`src/rtl/ldstr_reg_file.sv`:
```
// Multi-ported load/store register bank: two write ports, two read ports,
// falling-edge storage with optional zero register and write bypass.
`timescale 1ns/1ps
module ldstr_reg_file #(
   parameter int W        = 8,
   parameter int DEPTH    = 8,
   parameter int AW       = $clog2(DEPTH),
   parameter bit ZERO_REG = 1'b0,
   parameter bit BYPASS   = 1'b1
) (
   input  logic          clk,
   input  logic          clr,
   input  logic          load0,
   input  logic [AW-1:0] waddr0,
   input  logic [W-1:0]  in0,
   input  logic          load1,
   input  logic [AW-1:0] waddr1,
   input  logic [W-1:0]  in1,
   input  logic [AW-1:0] raddr_a,
   input  logic [AW-1:0] raddr_b,
   output logic [W-1:0]  out_a,
   output logic [W-1:0]  out_b
);

   logic [W-1:0] regs_q [DEPTH];
   logic [W-1:0] regs_d [DEPTH];
   logic         we0;
   logic         we1;

   function automatic logic valid_addr(input logic [AW-1:0] a);
      logic ok;
      ok = (int'(a) < DEPTH);
      if (ZERO_REG && (a == '0))
         ok = 1'b0;
      return ok;
   endfunction

   always_comb begin
      we0 = load0 && valid_addr(waddr0);
      we1 = load1 && valid_addr(waddr1);
   end

   // Port 1 is applied first so port 0 overrides it on a collision.
   always_comb begin
      for (int i = 0; i < DEPTH; i++) begin
         regs_d[i] = regs_q[i];
         if (we1 && (int'(waddr1) == i))
            regs_d[i] = in1;
         if (we0 && (int'(waddr0) == i))
            regs_d[i] = in0;
      end
   end

   always_ff @(negedge clk or negedge clr) begin
      if (!clr) begin
         for (int i = 0; i < DEPTH; i++)
            regs_q[i] <= '0;
      end else begin
         for (int i = 0; i < DEPTH; i++)
            regs_q[i] <= regs_d[i];
      end
   end

   function automatic logic [W-1:0] rd_port(input logic [AW-1:0] ra);
      logic [W-1:0] rd;
      rd = '0;
      if (int'(ra) < DEPTH)
         rd = regs_q[ra];
      if (BYPASS && clr) begin
         if (we1 && (waddr1 == ra))
            rd = in1;
         if (we0 && (waddr0 == ra))
            rd = in0;
      end
      if (ZERO_REG && (ra == '0))
         rd = '0;
      return rd;
   endfunction

   always_comb begin
      out_a = rd_port(raddr_a);
      out_b = rd_port(raddr_b);
   end

endmodule

```
`config.mk`:
```
export PLATFORM = sky130hd
export DESIGN_NAME = ldstr_reg_file
export DESIGN_NICKNAME = d
export VERILOG_FILES = /design/src/rtl/ldstr_reg_file.sv
export SDC_FILE = /design/constraint.sdc
export NUM_CORES = 1
export LEC_CHECK = 0
export ABC_AREA = 1
export CAP_MARGIN = 5
export CORE_ASPECT_RATIO = 1.5
export CORE_MARGIN = 5
export CORE_UTILIZATION = 60
export CTS_CLUSTER_DIAMETER = 40
export DETAILED_ROUTE_END_ITERATION = 8
export GPL_TIMING_DRIVEN = 0
export PLACE_DENSITY_LB_ADDON = 0.25
export SLEW_MARGIN = 20
export SYNTH_ARGS = -nofsm -noshare
export SYNTH_HDL_FRONTEND = slang
export SYNTH_SLANG_ARGS = --single-unit
```
`constraint.sdc`:
```
create_clock -name clk -period 3.5 [get_ports clk]
set_clock_uncertainty 0.2 [all_clocks]
set_input_delay 0.7 -clock clk [delete_from_list [all_inputs] [get_ports clk]]
set_output_delay 0.7 -clock clk [all_outputs]
set_load 0.01 [all_outputs]
```
==> Word-level counts from Yosys, hierarchy flattened <==
Index checks and enable logic that the tools add are counted.
{ "totals": {"elab_cells": 88, "out_inout_bits": 16, "regBits": 64, "inputBits": 32} }
{ "op_classes": {"n_eq_ne": 18, "muxes": 28, "n_reduce_logical": 30, "magnitude_cmp": 2, "bitwise_logic": 2} }
{ "ops": {"columns": ["cell", "count"], "rows": [
  ["two-way mux 8 bit", 26],
  ["binary-select mux 8 bit (select 3 bit)", 2],
  ["equality test 3 bit (second input constant)", 8],
  ["logical AND 1 bit", 20],
  ["nonzero test 2 bit", 8],
  ["equality test 3 x 2 -> 1 bit (second input constant)", 4],
  ["equality test 3 bit", 4],
  ["greater-or-equal comparator 4 bit (second input constant)", 2],
  ["inverter 3 -> 4 bit", 2],
  ["equality test 3 x 1 -> 1 bit (second input constant)", 2],
  ["zero test 3 bit", 2]
]} }

==> Longest topological paths before layout <==
{ "depth": {"ltp_word": 7, "mapped_depth": 10, "depth_no_buf": 9} }

==> out/results.txt <==
Worst hold-check path type: reg -> reg. The global-route wire length before repair is 37100 um, and the final standard cell area without fillers is 6960 um^2. From left edge to right edge, the die measures 86.9 um. Setup repair after global routing could not meet its margin everywhere.

The tools report the number of design rule violations left after detail routing as 0. The critical path goes through inv_2 -> nand2_2 -> nand3_2 -> nand3_2 -> nand2_1 -> nand2_1 -> nand2_1 -> a21oi_2 -> buf_2. The initial antenna violation count is 0, and the net total in the final layout is 983.

The area share of the leading cell type in the synthesized netlist is 30.1%, and the relative slew slack is 33.1%. Number of sinks driven by the clock tree: 64. The sequential-to-total area share from yosys stat was 30.1%.

The row count is 42, and the number of vias per cell after detailed routing is 6.62. The flow ran to the end, but the final reports show violations. The largest registers in the layout are regs_q x64.

Port buffering added 35 buffers. The maximum count of clock buffers along a single path is 2, and the effective utilization at floorplan is 60.7%. The cell repeated most along the worst path is sky130_fd_sc_hd__nand2_1.

The checks that failed: setup timing. The first detailed-routing pass ran for 9 iterations. Power spread over the standard cell area amounts to 472 nW/um^2. The number of buffers inserted for hold repair after clock tree synthesis is 0. The floorplan step defined a die boundary enclosing 10900 um^2. For this run, the total global-route usage over all layers was measured as 45.2%. At the worst endpoint, the arrival time is 3360 ps. The synthesized netlist occupies a cell area of 5330 um^2. The run gives 16200 um as the half-perimeter wire length after detailed placement. The routed layout has 7062 vias.

The dominant cell type by area after synthesis was sky130_fd_sc_hd__dfrtn_1. In the final timing run, aggregate negative setup slack is -11650 ps. Counting flops and latches in the post-synthesis netlist gives 64.

Register ranked first by flip-flop count: regs_q. The number of nets in the synthesized netlist is 914. The tools report the deepest level of the CTS H-tree as 3. Max capacitance violation total: 0. Via count of the first global-routing pass: 6550. The number of flip-flops in the largest register came out at 64. The final layout contains routed wiring with a total length of 24500 um. For the setup slack of the critical path after layout, the log shows -764 ps. STA classifies the critical path endpoint as an output pin.

The run gives 1.05 as the routability congestion estimate from global placement. Data on the critical path is required at its endpoint by 2600 ps. At the pin with the least slew margin, the transition time is 1000 ps. The detailed router finished its first iteration with 949 violations. The share of final-layout standard cells stronger than drive strength 1 is 33.3%. The count of final setup violators came out at 19. From synthesis to final layout, the design area changed by 30.7%. Clock-pin slew was measured on the worst setup and hold paths at 50 ps.

The cell count after synthesis came out at 882. The leakage power of the design came out at 3.46 nW. The biggest fanout along the worst timing path is 3. The cell with the largest stage delay on the worst path is sky130_fd_sc_hd__dfrtn_1.

The worst setup path is launched from a flop. The synthesized netlist contains 22 unique library cells. After detailed placement, the total cell area comes to 5930 um^2.

The largest single stage delay on the critical path is 410 ps. In this run the count of I/O pins placed on the die edge is 48. The source-to-sink clock delay at the later pin of the worst-skew pair came out at 350 ps.

The core region is 8780 um^2. The logs give 0 for the sum of overflow across all layers after global routing and 9 for the total clock buffers created by CTS. The worst-case IR drop observed on VDD is 0.400 mV. Yosys attributes the largest share of cell area to sky130_fd_sc_hd__dfrtn_1 (30%), sky130_fd_sc_hd__nand2_1 (17%), sky130_fd_sc_hd__nand3_1 (12%). The run gives 0 as the number of pins with negative max-slew slack in the final report. During synthesis, Yosys emitted a total of 0 warnings. For the worst setup timing slack at the placement stage, the log shows -940 ps. TritonCTS built the clock tree. The tree is rooted in a sky130_fd_sc_hd__clkbuf_16. The remaining number of nets flagged by the antenna check after routing was 0; the routed length per instance was 23.0 um. The number of failing hold endpoints at the final stage was 0. Averaged over all synthesized cells, the footprint is 6.04 um^2. The run gives 41 as the maximum number of pins on one net before global-route repair.

The critical path in this run is classified as reg -> out. The chip height is 125 um.
final timing paths:
kind                       slack (ps)          to  cells after the start        from
max                              -760    out_b[7]                      9  regs_q[15]
min                               290  regs_q[19]                      2  regs_q[19]
max reg2reg                      2480  regs_q[12]                      3  regs_q[12]
min reg2reg                       290  regs_q[19]                      2  regs_q[19]
max in group asynchronous         780  regs_q[16]                      2         clr
min in group asynchronous        1720  regs_q[14]                      1         clr
cell type report:
cell class,instances,area [um^2]
antenna,1,2.50
buffer,46,260
clock buffer,10,239
clock inverter,6,115
fill,672,1810
inverter,135,531
multi-input combinational,637,3660
sequential,64,1600
tap,110,138
timing repair buffer,58,418
where the power goes:
part | leakage, nW | total (mW) | switching (mW) | internal [mW]
Clock | 0.169 | 1.10 | 0.383 | 0.720
Sequential | 0.774 | 0.981 | 0.0659 | 0.915
Combinational | 2.51 | 1.20 | 0.822 | 0.380
Total | 3.46 | 3.29 | 1.27 | 2.02
Yosys cell counts, drive strengths merged:
library cell and count:
a21oi 41, o21ai 120, dfrtn 64, o22ai 36, clkinv 1, nand2 255, buf 37, inv 134
clkbuf 9, nor2 57, nand3 128
worst max-delay path: cells and delay by family (launching register included):
| kind | cells | cell delay (ps) |
|---|---|---|
| buffers and inverters | 2 | 200 |
| AO/OA/AOI/OAI | 1 | 110 |
| AND/OR/NAND/NOR | 6 | 550 |
| flip-flops | 1 | 410 |
what timing repair did:
item,in CTS,in global routing
pin swaps,44,41
setup endpoints to repair,80,72
buffers inserted,8,13
resized for setup,234,92
gates cloned,0,1
cells by family after synthesis:
family / Yosys count / synth area share, %
buffers and inverters: 181 / 14.0
and+or+nand+nor: 440 / 36.2
AOI/OAI and AO/OA: 197 / 19.7
DFF: 64 / 30.1
per-stage QoR:
stage | hold slack, ps | power [mW] | util, % | std cells
2_1_floorplan | 258 | 1.59 | - | 882
3_3_place_gp | 281 | 1.94 | 67.4 | 1027
3_5_place_dp | 287 | 1.97 | 67.6 | 1028
4_1_cts | 291 | 3.13 | 75.7 | 1052
5_1_grt | 312 | 3.39 | 79.3 | 1066
6_report | 293 | 3.29 | 79.3 | 1067
placed cells by master (no fill, tap or decap), types with 9 or more instances in the layout:
cell type / netlist / final
sky130_fd_sc_hd__inv_1: 121 / 68
sky130_fd_sc_hd__buf_4: 7 / 38
sky130_fd_sc_hd__dfrtn_1: 64 / 64
sky130_fd_sc_hd__inv_2: 13 / 57
sky130_fd_sc_hd__o22ai_1: 36 / 35
sky130_fd_sc_hd__buf_2: 22 / 36
sky130_fd_sc_hd__nor2_4: 9 / 16
sky130_fd_sc_hd__nand3_1: 128 / 64
sky130_fd_sc_hd__a21oi_2: 2 / 20
sky130_fd_sc_hd__clkbuf_1: 9 / 9
sky130_fd_sc_hd__nor2_1: 42 / 38
sky130_fd_sc_hd__nand2_1: 246 / 206
sky130_fd_sc_hd__nand3_4: 0 / 12
sky130_fd_sc_hd__o21ai_1: 10 / 39
sky130_fd_sc_hd__a21oi_1: 39 / 20
sky130_fd_sc_hd__clkbuf_16: 0 / 9
sky130_fd_sc_hd__nand3_2: 0 / 52
sky130_fd_sc_hd__o21ai_0: 109 / 78
sky130_fd_sc_hd__nand2_2: 7 / 44
routing by layer:
layer / global-route usage (%) / part of all wire [%] / wire, um
met5: 0 / 0 / 0
met4: 30.0 / 10 / 2440
met3: 12.0 / 14 / 3390
met2: 68.9 / 45 / 11000
met1: 55.0 / 31 / 7730
Note: power is estimated with default switching activity, not from simulation.
